$ cat config.mk
export PLATFORM = sky130hd
export DESIGN_NAME = debounce_multi
export DESIGN_NICKNAME = d
export VERILOG_FILES = /design/src/rtl/debounce_multi.sv
export SDC_FILE = /design/constraint.sdc
export NUM_CORES = 1
export LEC_CHECK = 0
export BUFFER_PORTS_ARGS = -buffer_cell sky130_fd_sc_hd__buf_4
export CAP_MARGIN = 20
export CORE_ASPECT_RATIO = 0.8
export CORE_MARGIN = 8
export CORE_UTILIZATION = 40
export CTS_CLUSTER_DIAMETER = 40
export DETAILED_ROUTE_END_ITERATION = 12
export PLACE_DENSITY = 0.75
export SLEW_MARGIN = 20
export SYNTH_ARGS = -nofsm -noshare
export SYNTH_HDL_FRONTEND = slang
export SYNTH_SLANG_ARGS = --single-unit
$ cat constraint.sdc
create_clock -name clk -period 1.1 [get_ports clk]
set_input_delay 0.055 -clock clk [delete_from_list [all_inputs] [get_ports clk]]
set_output_delay 0.055 -clock clk [all_outputs]
set_load 0.02 [all_outputs]
$ cat src/rtl/debounce_multi.sv
// ----------------------------------------------------------------------------
// debounce_multi
//
// Multi-channel push-button debouncer. Each channel synchronises its raw input
// through two flops, then requires STABLE_CYCLES consecutive samples that
// disagree with the current debounced level before the level flips. Press and
// release edges produce one-cycle pulses. With REPEAT_EN=1, a held button also
// produces auto-repeat pulses: the first REPEAT_DELAY cycles after the press
// pulse, then one every REPEAT_RATE cycles until release.
//
// Ports:
//   clk       in   1     system clock, rising edge
//   reset     in   1     asynchronous, active-high; clears all state
//   Din       in   N_CH  raw asynchronous button inputs (bit i = channel i)
//   Dlevel    out  N_CH  debounced level
//   Dpress    out  N_CH  one-cycle pulse on debounced 0->1
//   Drelease  out  N_CH  one-cycle pulse on debounced 1->0
//   Drepeat   out  N_CH  one-cycle auto-repeat pulse (0 when REPEAT_EN=0)
//   Devent    out  N_CH  registered Dpress | Drepeat
// ----------------------------------------------------------------------------
module debounce_multi #(
    parameter int N_CH          = 4,
    parameter int STABLE_CYCLES = 8,
    parameter int REPEAT_EN     = 0,
    parameter int REPEAT_DELAY  = 250,
    parameter int REPEAT_RATE   = 50
) (
    input  logic            clk,
    input  logic            reset,
    input  logic [N_CH-1:0] Din,
    output logic [N_CH-1:0] Dlevel,
    output logic [N_CH-1:0] Dpress,
    output logic [N_CH-1:0] Drelease,
    output logic [N_CH-1:0] Drepeat,
    output logic [N_CH-1:0] Devent
);

    localparam int RPT_MAX = (REPEAT_DELAY > REPEAT_RATE) ? REPEAT_DELAY : REPEAT_RATE;
    // Counters only ever need to reach their terminal value minus one.
    localparam int CW = (STABLE_CYCLES > 2) ? $clog2(STABLE_CYCLES) : 1;
    localparam int RW = (RPT_MAX > 2) ? $clog2(RPT_MAX) : 1;

    localparam logic [CW-1:0] STABLE_LAST = CW'(STABLE_CYCLES - 1);
    localparam logic [RW-1:0] DELAY_LAST  = RW'(REPEAT_DELAY - 1);
    localparam logic [RW-1:0] RATE_LAST   = RW'(REPEAT_RATE - 1);

    logic [N_CH-1:0]         s1_q, s1_d;
    logic [N_CH-1:0]         s2_q, s2_d;
    logic [N_CH-1:0][CW-1:0] cnt_q, cnt_d;
    logic [N_CH-1:0]         level_q, level_d;
    logic [N_CH-1:0]         press_q, press_d;
    logic [N_CH-1:0]         rel_q, rel_d;
    logic [N_CH-1:0]         rep_q, rep_d;
    logic [N_CH-1:0]         evt_q, evt_d;
    logic [N_CH-1:0][RW-1:0] rpt_cnt_q, rpt_cnt_d;
    logic [N_CH-1:0]         rpt_flag_q, rpt_flag_d;
    logic [N_CH-1:0]         flip;

    always_comb begin
        s1_d       = Din;
        s2_d       = s1_q;
        cnt_d      = cnt_q;
        level_d    = level_q;
        press_d    = '0;
        rel_d      = '0;
        rep_d      = '0;
        evt_d      = '0;
        rpt_cnt_d  = rpt_cnt_q;
        rpt_flag_d = rpt_flag_q;
        flip       = '0;

        for (int i = 0; i < N_CH; i++) begin
            // Any agreeing sample restarts qualification from zero.
            if (s2_q[i] == level_q[i]) begin
                cnt_d[i] = '0;
            end else if (cnt_q[i] == STABLE_LAST) begin
                cnt_d[i]   = '0;
                level_d[i] = ~level_q[i];
                flip[i]    = 1'b1;
            end else begin
                cnt_d[i] = cnt_q[i] + CW'(1);
            end

            press_d[i] = flip[i] & ~level_q[i];
            rel_d[i]   = flip[i] & level_q[i];

            if (REPEAT_EN != 0) begin
                // Held low, or falling on this edge: clear so a release
                // cancels any repeat that would otherwise land on this edge.
                if (!level_q[i] || flip[i]) begin
                    rpt_cnt_d[i]  = '0;
                    rpt_flag_d[i] = 1'b0;
                end else if (!rpt_flag_q[i] && (rpt_cnt_q[i] == DELAY_LAST)) begin
                    rep_d[i]      = 1'b1;
                    rpt_flag_d[i] = 1'b1;
                    rpt_cnt_d[i]  = '0;
                end else if (rpt_flag_q[i] && (rpt_cnt_q[i] == RATE_LAST)) begin
                    rep_d[i]     = 1'b1;
                    rpt_cnt_d[i] = '0;
                end else begin
                    rpt_cnt_d[i] = rpt_cnt_q[i] + RW'(1);
                end
            end

            evt_d[i] = press_d[i] | rep_d[i];
        end
    end

    always_ff @(posedge clk or posedge reset) begin
        if (reset) begin
            s1_q       <= '0;
            s2_q       <= '0;
            cnt_q      <= '0;
            level_q    <= '0;
            press_q    <= '0;
            rel_q      <= '0;
            rep_q      <= '0;
            evt_q      <= '0;
            rpt_cnt_q  <= '0;
            rpt_flag_q <= '0;
        end else begin
            s1_q       <= s1_d;
            s2_q       <= s2_d;
            cnt_q      <= cnt_d;
            level_q    <= level_d;
            press_q    <= press_d;
            rel_q      <= rel_d;
            rep_q      <= rep_d;
            evt_q      <= evt_d;
            rpt_cnt_q  <= rpt_cnt_d;
            rpt_flag_q <= rpt_flag_d;
        end
    end

    assign Dlevel   = level_q;
    assign Dpress   = press_q;
    assign Drelease = rel_q;
    assign Drepeat  = rep_q;
    assign Devent   = evt_q;

endmodule

# --- After elaboration in Yosys (flattened, before gate mapping) ---
# Index checks and enable logic that the tools add are counted.
totals:
  register_bits: 32
  latchBits: 0
  mem_bits_rw: 0
  rom_bits: 0
  inputBits: 6
  out_inout_bits: 20
  n_memories: 0
op_classes:
  add_sub_neg: 4
  n_mul: 0
  div: 0
  n_lt_le_gt_ge: 0
  n_eq_ne: 8
  n_shift: 0
  mux: 16
  n_bitwise: 16
  n_reduce_logical: 4
ops:
  columns: ["operator", "count"]
  rows:
  - ["$mux W3", 8]
  - ["$add A3 B1 Y3 const B", 4]
  - ["$eq A3 B3 Y1 const B", 4]
  - ["$and A1 B1 Y1", 8]
  - ["$mux W1", 8]
  - ["$not A1 Y1", 8]
  - ["$reduce_and A2 Y1", 4]
  - ["$eq A1 B1 Y1", 4]

# --- Longest topological paths before layout ---
# Gate-level depths: netlist of run 1.
logic_depth:
  ltp_word: 4
  ltp_mapped: 4
  depth_no_buf: 4

# --- Worst setup path after synthesis of run 1 ---
# OpenSTA, ideal clock, no wires.
synth_path:
  path_type: "register to register"
  from: "register cnt_q[0] (netlist bit)"
  to: "register level_q[0], in the netlist Dlevel[0]"
  arrival_ns: 1.036
  required_ns: 0.975
  slack_ns: -0.061
  stages_incl_launch_ff: 4
  synth_period_minus_slack_ns: 1.161
  path_cell_list: "dfrtp_1 > ha_1 > ha_1 > mux2_2"
synth_between:
  elab_chain_cells: 2
synth_lines:
  columns: ["item", "line", "source"]
  rows:
  - ["start, declared", "49", "logic [N_CH-1:0][CW-1:0] cnt_q, cnt_d;"]
  - ["start signal, assigned", "124", "cnt_q <= cnt_d;"]
  - ["$eq A3 B3 Y1", "76", "end else if (cnt_q[i] == STABLE_LAST) begin"]
  - ["$reduce_and A2 Y1 (no source line)", null, null]
  - ["end signal, assigned", "125", "level_q <= level_d;"]
  - ["end, declared", "50", "logic [N_CH-1:0] level_q, level_d;"]
# Every way passes these cells.
# A chain may end at the register's enable or synchronous reset.

# --- Final worst setup path of run 1 ---
# Same ends and word-level chain as after synthesis.

==> flow_metrics.env, run 1 <==
export IMPL_critPathMaxStageDelay_ps=350
export IMPL_die_area_um2=5052
export IMPL_critical_path_required_ps=1260
export IMPL_end_kind="flip-flop"
export IMPL_antenna_found_initial=0
export IMPL_numCtsBuffers=5
export IMPL_clk_latency_ps=270
export IMPL_seq_area_frac_synth_pct=66.18
export IMPL_wire_per_inst_um=12.24
export IMPL_cp_arrival_ps=1300
export IMPL_rr_worst_depth=3
export IMPL_worstSetupPathType="reg2reg"
export IMPL_worstSetupStartpointType="flip-flop"
export IMPL_yosysWarnings=0
export IMPL_core_area_um2=2995
export IMPL_synthTopCellsByCount="32 x dfrtp_1, 8 x buf_4, 8 x ha_1"
export IMPL_gr_total_overflow=0
export IMPL_fin_nets=131
export IMPL_cts_root_buf="clkbuf_8"
export IMPL_setup_slack_ps=-41.90
export IMPL_finalCriticalPeriod_ps=1142
export IMPL_dp_cells=144
export IMPL_dp_hpwl_mm=1.374
export IMPL_post_route_period_util_pct=103.8
export IMPL_synthFlopType="dfrtp_1"
export IMPL_synth_seq_cells=32
export IMPL_routed_wl_mm=1.934
export IMPL_firstDrtPassIters=2
export IMPL_status="finished, violations left"
export IMPL_htreeDepth=2
export IMPL_dieWidth_um=77.49
export IMPL_total_leakage_power_nw=0.8070
export IMPL_drcViolationCount=0
export IMPL_routed_via_density=4.392
export IMPL_critPathSlowestCell="dfrtp_1"
export IMPL_cts_tree="yes"
export IMPL_grt_pass1_vias=754
export IMPL_top_level_ports=26
export IMPL_yosysTopAreaCellShare_pct=66.18
export IMPL_grt_start_max_net_pins=33
export IMPL_drtIter0Drc=17
export IMPL_ant_nets=0
export IMPL_gp_congestion=0.7077
export IMPL_synth_edf_count=0
export IMPL_diodes=0
export IMPL_reg2reg_setup_slack_ps=-40
export IMPL_path_clk_slew_ps=60
export IMPL_hold_class="reg2reg"
export IMPL_syn_mean_instance_area_um2=14.40
export IMPL_hold_worst_slack_ps=349.3
export IMPL_cts_sinks=32
export IMPL_fin_skew_ps=1.700
export IMPL_violations="setup timing"
export IMPL_synth_cells=84
export IMPL_path_max_fanout=5
export IMPL_ir_worst_vdd_uv=1594
export IMPL_min_path_cells=0
export IMPL_ys_top_cells_by_area="dfrtp_1 66%, ha_1 8.3%, buf_4 5.0%"
export IMPL_drive_gt1_share_pct=44.92
export IMPL_hold_viol_final=0
export IMPL_synthToLayoutAreaGrowth_pct=31.75
export IMPL_setup_violations=1
export IMPL_clock_fmax_mhz=875.7
export IMPL_rsz0062_at_grt="yes"
export IMPL_p_total_mw=3.364
export IMPL_io_buffers=21
export IMPL_yosysUniqueCellTypes=17
export IMPL_fillers=275
export IMPL_vias=694
export IMPL_crit_chain="ha_2, ha_4, mux2_2"
export IMPL_instances_no_fill=158
export IMPL_setup_tns_ps=-41.90
export IMPL_fp_dieH_um=65.19
export IMPL_row_count=18
export IMPL_clk_path_buf_depth=2
export IMPL_syn_cell_area_um2=1210
export IMPL_maxCapViolations=0
export IMPL_grt_use_total_pct=8.489
export IMPL_synth_most_common_cell="dfrtp_1"
export IMPL_grt_pass1_wl_mm=3.305
export IMPL_synthArstFlopShare_pct=100.0
export IMPL_synth_top_area_cell="dfrtp_1"
export IMPL_initial_core_util_pct=40.39
export IMPL_dpl_worst_slack_ps=-44.35
export IMPL_powerDensity_nw_per_um2=2110
export IMPL_slew_violations=0
## logic make-up (layout without fill, tap and decap cells)
family | count (synthesis) | count (layout) | share of synthesized area [%]
DFF | 32 | 32 | 66.18
and+or+nand+nor | 23 | 23 | 13.96
buffers and inverters | 12 | 43 | 6.205
adders and majority gates | 8 | 8 | 8.273
xor gates and xnor gates | 4 | 4 | 2.896
AOI/OAI and AO/OA | 3 | 3 | 1.241
other | 1 | 4 | 0.3099
muxes | 1 | 1 | 0.9306
## per-layer routing
metal / part of all wire (%) / global-route usage, % / vias up
met4: 1.2 / 3.521 / 0
li1: - / - / 325
met5: 0 / 0 / -
met2: 54 / 14.27 / 17
met3: 7.1 / 5.586 / 3
met1: 37 / 8.146 / 349
## power by group
part | internal [mW] | switching, mW | leakage [nW]
Sequential | 1.43 | 0.177 | 0.417
Clock | 0.509 | 0.373 | 0.0455
Combinational | 0.484 | 0.396 | 0.344
Total | 2.42 | 0.946 | 0.807
## through the flow
stage	utilization, %	area [um2]
after floorplan	-	1236
after detailed placement	47.20	1414
final	53.22	1594
after CTS	52.55	1574
after global placement	47.20	1414
after global routing	53.22	1594
## final cells by class
class	count	area, um2	area share (%)
inverters	4	15.01	0.9419
well taps	40	50.05	3.140
multi-input cells	43	392.9	24.65
repair buffers	31	245.2	15.38
flip-flops and latches	32	800.8	50.24
clock buffers	8	90.09	5.651
## registers in the layout, indices dropped and copies added, names as in the netlist
register / flops
Dlevel: 4
Devent: 4
cnt_q: 12
s1_q: 4
Drelease: 4
s2_q: 4
## placed cells by master, fill, tap and decap left out, types with 3 or more instances in the layout
master         count
dfrtp_1           32
buf_4             26
ha_2               6
and2_2             6
nor3b_2            5
inv_1              4
xor2_1             3
dlygate4sd3_1      5
conb_1             4
clkbuf_8           6
nor2_1             3
## repair_timing
| item | CTS | global route |
|---|---|---|
| resized for setup | 4 | 7 |
| buffers inserted | 1 | 0 |
| pin swaps | 2 | 0 |
| hold buffers | 5 | 0 |
| setup endpoints to repair | 9 | 11 |
| endpoints found under the hold margin | 36 | 0 |
## worst max-delay path, delay by kind of cell, from the launching register on
kind / cells / cell delay (ps)
adders and majority gates: 2 / 340
DFF: 1 / 350
muxes: 1 / 330
## final timing paths
path | from | endpoint
max | cnt_q[0]$_DFF_PP0_ | Dlevel[0]$_DFFE_PP0P_
min reg2reg | s1_q[3]$_DFF_PP0_ | s2_q[3]$_DFF_PP0_
min | s1_q[3]$_DFF_PP0_ | s2_q[3]$_DFF_PP0_
min in group asynchronous | reset | s1_q[3]$_DFF_PP0_
max in group asynchronous | reset | Drelease[1]$_DFF_PP0_
max reg2reg | cnt_q[0]$_DFF_PP0_ | Dlevel[0]$_DFFE_PP0P_
Power figures use the tool's default switching activity.
==> run 2, diff against run 1 <==
--- a/config.mk
+++ b/config.mk
@@ -7,12 +7,14 @@
 export LEC_CHECK = 0
 export BUFFER_PORTS_ARGS = -buffer_cell sky130_fd_sc_hd__buf_4
 export CAP_MARGIN = 20
+export CELL_PAD_IN_SITES_DETAIL_PLACEMENT = 0
+export CELL_PAD_IN_SITES_GLOBAL_PLACEMENT = 1
 export CORE_ASPECT_RATIO = 0.8
 export CORE_MARGIN = 8
-export CORE_UTILIZATION = 40
+export CORE_UTILIZATION = 38
 export CTS_CLUSTER_DIAMETER = 40
 export DETAILED_ROUTE_END_ITERATION = 12
-export PLACE_DENSITY = 0.75
+export PLACE_DENSITY = 0.84
 export SLEW_MARGIN = 20
 export SYNTH_ARGS = -nofsm -noshare
 export SYNTH_HDL_FRONTEND = slang
==> flow_metrics.env, run 2 (synthesis gave the netlist of run 1 again) <==
export IMPL_status="finished, violations left"
export IMPL_violations="setup timing"
export IMPL_antenna_found_initial=0
export IMPL_min_path_cells=0
export IMPL_ir_worst_vdd_uv=1125
export IMPL_grt_use_total_pct=8.611
export IMPL_drcViolationCount=0
export IMPL_finalCriticalPeriod_ps=1155
export IMPL_cts_tree="yes"
export IMPL_hold_worst_slack_ps=346.7
export IMPL_diodes=0
export IMPL_post_route_period_util_pct=105.0
export IMPL_grt_use_met2_pct=12.69
export IMPL_gr_total_overflow=0
export IMPL_io_buffers=21
export IMPL_critPathLaunch="cnt_q[0]$_DFF_PP0_"
export IMPL_critical_path_required_ps=1270
export IMPL_grt_pass1_wl_mm=3.325
export IMPL_htreeDepth=2
export IMPL_grt_start_max_net_pins=33
export IMPL_setup_tns_ps=-56.12
export IMPL_core_area_um2=3063
export IMPL_setup_slack_ps=-55.09
export IMPL_maxCapViolations=0
export IMPL_cts_sinks=32
export IMPL_fp_dieH_um=66.47
export IMPL_drtIter0Drc=47
export IMPL_rsz0062_at_grt="yes"
export IMPL_cp_arrival_ps=1320
export IMPL_dpl_worst_slack_ps=-31.79
export IMPL_ant_nets=0
export IMPL_setup_violations=2
export IMPL_row_count=18
export IMPL_gp_congestion=0.6961
export IMPL_initial_core_util_pct=39.50
export IMPL_total_leakage_power_nw=0.8130
export IMPL_final_common_cell="dfrtp_1"
export IMPL_min_from="s1_q[2]$_DFF_PP0_"
export IMPL_gr_usage_met3_pct=3.898
export IMPL_slew_violations=0
export IMPL_fillers=268
export IMPL_path_clk_slew_ps=60
export IMPL_fin_skew_ps=4.287
export IMPL_routed_wl_mm=2.022
export IMPL_path_max_fanout=5
export IMPL_vias=677
export IMPL_clock_fmax_mhz=865.7
export IMPL_gr_max_usage_layer="met2"
export IMPL_die_area_um2=5257
export IMPL_grt_pass1_vias=721
export IMPL_layout_common_cells="32 x dfrtp_1, 27 x buf_4, 6 x ha_2, 6 x clkbuf_8"
export IMPL_cts_root_buf="clkbuf_8"
export IMPL_clk_path_buf_depth=2
export IMPL_wire_per_inst_um=12.72
export IMPL_hold_viol_final=0
export IMPL_rr_worst_depth=3
export IMPL_largest_register_ffs=12
export IMPL_powerDensity_nw_per_um2=2130
export IMPL_worstSetupPathType="reg2reg"
export IMPL_dp_hpwl_mm=1.413
export IMPL_numCtsBuffers=5
export IMPL_firstDrtPassIters=3
export IMPL_hold_class="reg2reg"
export IMPL_dieWidth_um=79.09
export IMPL_clk_latency_ps=280
export IMPL_routed_via_density=4.258
export IMPL_worstSetupStartpointType="flip-flop"
export IMPL_top_register="cnt_q"
export IMPL_grt_util_met1_pct=9.276
export IMPL_fin_util_pct=52.37
export IMPL_fin_nets=132
export IMPL_drive_gt1_share_pct=44.54
export IMPL_synthToLayoutAreaGrowth_pct=32.58
export IMPL_top_level_ports=26
export IMPL_end_kind="flip-flop"
export IMPL_regToRegStartpoint="cnt_q[0]$_DFF_PP0_"
[run 2: changes by cell type in the layout (fill, tap and decap cells not counted), sizes merged]
cell	before	now
buf	26	27
[run 2: path summary, 6_finish.rpt]
| check | end | slack [ps] |
|---|---|---|
| min in group asynchronous | cnt_q[5]$_DFF_PP0_ | 410 |
| min | s2_q[2]$_DFF_PP0_ | 350 |
| max reg2reg | Dlevel[0]$_DFFE_PP0P_ | -60 |
| max in group asynchronous | s2_q[3]$_DFF_PP0_ | 400 |
| min reg2reg | s2_q[2]$_DFF_PP0_ | 350 |
| max | Dlevel[0]$_DFFE_PP0P_ | -60 |
[run 2: area by class of cell]
| type | instances | area, um2 | share of cell area [%] |
|---|---|---|---|
| sequential | 32 | 800.8 | 49.92 |
| multi-input combinational | 43 | 395.4 | 24.65 |
| timing repair buffer | 32 | 252.7 | 15.76 |
| clock buffer | 8 | 90.09 | 5.616 |
| tap | 40 | 50.05 | 3.120 |
| inverter | 4 | 15.01 | 0.9360 |
[run 2: report_power, final]
group	internal, mW	switching (mW)
logic	0.504	0.406
clock network	0.509	0.392
registers	1.42	0.181
[run 2: what timing repair did]
action	4_1_cts	5_1_grt
endpoints found under the setup margin	8	13
endpoints found under the hold margin	36	0
cloned	0	0
setup buffers	0	1
hold buffers	5	0
resized for setup	4	6
pin swaps	3	1
[run 2: stage by stage]
stage               power (mW)  cell area (um2)  cells
global placement         2.372             1421    145
detailed placement       2.442             1421    145
floorplan                2.103             1236     87
global route             3.650             1604    159
finish                   3.417             1604    159
CTS                      3.406             1570    158
[run 2: critical path, stage by stage, from the launching register on]
cell and delay, ps:
dfrtp_1 400, ha_2 190, ha_4 170, mux2_4 290
[run 2: routing by layer]
metal	routed length, um	up-vias	share of wire [%]
met5	0	-	0
met4	61	0	3.0
met3	183	7	9.1
met2	932	24	46
met1	844	319	42
li1	-	327	-
==> run 3, diff against run 2 <==
--- a/config.mk
+++ b/config.mk
@@ -15,6 +15,7 @@
 export CTS_CLUSTER_DIAMETER = 40
 export DETAILED_ROUTE_END_ITERATION = 12
 export PLACE_DENSITY = 0.84
+export SETUP_SLACK_MARGIN = 0.3
 export SLEW_MARGIN = 20
 export SYNTH_ARGS = -nofsm -noshare
 export SYNTH_HDL_FRONTEND = slang
==> flow_metrics.env, run 3 (synthesis gave the netlist of run 1 again) <==
export IMPL_io_buffers=21
export IMPL_worstSetupPathType="reg2reg"
export IMPL_setup_slack_ps=-66.16
export IMPL_ant_nets=0
export IMPL_dp_hpwl_mm=1.378
export IMPL_antenna_found_initial=0
export IMPL_layout_common_cells="27 x dfrtp_1, 17 x buf_4, 16 x buf_6"
export IMPL_top_level_ports=26
export IMPL_violations="setup timing"
export IMPL_hold_viol_final=0
export IMPL_drive_gt1_share_pct=62.90
export IMPL_row_count=18
export IMPL_fin_nets=138
export IMPL_rsz0062_at_grt="yes"
export IMPL_grt_pass1_wl_mm=3.408
export IMPL_diodes=0
export IMPL_min_from="s1_q[1]$_DFF_PP0_"
export IMPL_synthToLayoutAreaGrowth_pct=52.33
export IMPL_grt_use_total_pct=8.837
export IMPL_wire_per_inst_um=12.66
export IMPL_post_route_period_util_pct=106.0
export IMPL_path_max_fanout=5
export IMPL_worstSetupStartpointType="flip-flop"
export IMPL_initial_core_util_pct=39.50
export IMPL_clock_fmax_mhz=857.5
export IMPL_critPathLaunch="cnt_q[0]$_DFF_PP0_"
export IMPL_fin_skew_ps=1.005
export IMPL_clk_path_buf_depth=2
export IMPL_dieWidth_um=79.09
export IMPL_core_area_um2=3063
export IMPL_gp_congestion=0.6982
export IMPL_ir_worst_vdd_uv=953.6
export IMPL_finalCriticalPeriod_ps=1166
export IMPL_hold_class="reg2reg"
export IMPL_fillers=240
export IMPL_routed_wl_mm=2.077
export IMPL_numCtsBuffers=5
export IMPL_largest_register_ffs=12
export IMPL_dpl_worst_slack_ps=-36.27
export IMPL_critPathMaxStageDelay_ps=390
export IMPL_crit_chain="ha_2, ha_4, mux2_4"
export IMPL_routed_via_density=4.268
export IMPL_cts_tree="yes"
export IMPL_grt_start_max_net_pins=33
export IMPL_end_kind="flip-flop"
export IMPL_total_leakage_power_nw=0.8913
export IMPL_drtIter0Drc=34
export IMPL_drcViolationCount=0
export IMPL_vias=700
export IMPL_grt_pass1_vias=789
export IMPL_hold_worst_slack_ps=348.4
export IMPL_p_total_mw=3.710
export IMPL_critPathSlowestCell="dfrtp_1"
export IMPL_final_common_cell="dfrtp_1"
export IMPL_fp_dieH_um=66.47
export IMPL_top_register="cnt_q"
export IMPL_maxCapViolations=0
export IMPL_htreeDepth=2
export IMPL_firstDrtPassIters=2
export IMPL_setup_tns_ps=-82.22
export IMPL_status="finished, violations left"
export IMPL_path_delay_family="flip-flops"
export IMPL_critical_path_required_ps=1260
export IMPL_clk_latency_ps=270
export IMPL_slew_violations=0
export IMPL_path_clk_slew_ps=60
export IMPL_cts_root_buf="clkbuf_8"
export IMPL_setup_violations=2
export IMPL_die_area_um2=5257
export IMPL_cp_arrival_ps=1330
export IMPL_critPathBufInv=0
export IMPL_regToRegStartpoint="cnt_q[0]$_DFF_PP0_"
export IMPL_powerDensity_nw_per_um2=2013
export IMPL_gr_total_overflow=0
export IMPL_cts_sinks=32
-- run 3: cell types whose count changed in the layout (fill, tap and decap cells not counted), sizes merged --
cell / previous run / this run
buf: 27 / 33
clkbuf: 8 / 6
clkinv: 0 / 1
-- run 3: what timing repair did --
item | 4_1_cts | 5_1_grt
resized for setup | 19 | 11
endpoints found under the hold margin | 36 | 0
buffers inserted | 7 | 3
endpoints found under the setup margin | 40 | 72
hold buffers | 5 | 0
pin swaps | 4 | 4
-- run 3: layout make-up --
cell class / count / area (um2) / area share (%)
tap: 40 / 50.05 / 2.716
clock inverter: 1 / 5.005 / 0.2716
sequential: 32 / 807.0 / 43.79
timing repair buffer: 38 / 357.8 / 19.42
inverter: 4 / 15.01 / 0.8147
clock buffer: 6 / 72.57 / 3.938
multi-input combinational: 43 / 535.5 / 29.06
-- run 3: routing by layer --
| metal | global-route usage [%] | wire length, um | up-vias |
|---|---|---|---|
| met5 | 0 | 0 | - |
| met4 | 6.912 | 45 | 0 |
| met3 | 4.167 | 160 | 6 |
| met2 | 14.43 | 1065 | 22 |
| met1 | 8.614 | 805 | 337 |
| li1 | - | - | 335 |
-- run 3: path summary, 6_finish.rpt --
check	to	slack (ps)	depth (start not counted)
max	Dlevel[0]$_DFFE_PP0P_	-70	3
min	s2_q[1]$_DFF_PP0_	350	0
min reg2reg	s2_q[1]$_DFF_PP0_	350	0
min in group asynchronous	cnt_q[8]$_DFF_PP0_	380	4
max in group asynchronous	Dlevel[2]$_DFFE_PP0P_	480	4
max reg2reg	Dlevel[0]$_DFFE_PP0P_	-70	3
-- run 3: metrics by stage --
step                      instance area (um2)  util [%]  instances
after CTS                                1775     57.97        161
after detailed placement                 1523     49.71        142
final                                    1843     60.17        164
after global routing                     1843     60.17        164
after global placement                   1523     49.71        142
after floorplan                          1360         -         87
-- run 3: power by group --
part	total (mW)	internal, mW	switching (mW)
registers	1.68	1.44	0.245
clock network	0.800	0.428	0.372
logic	1.23	0.751	0.477
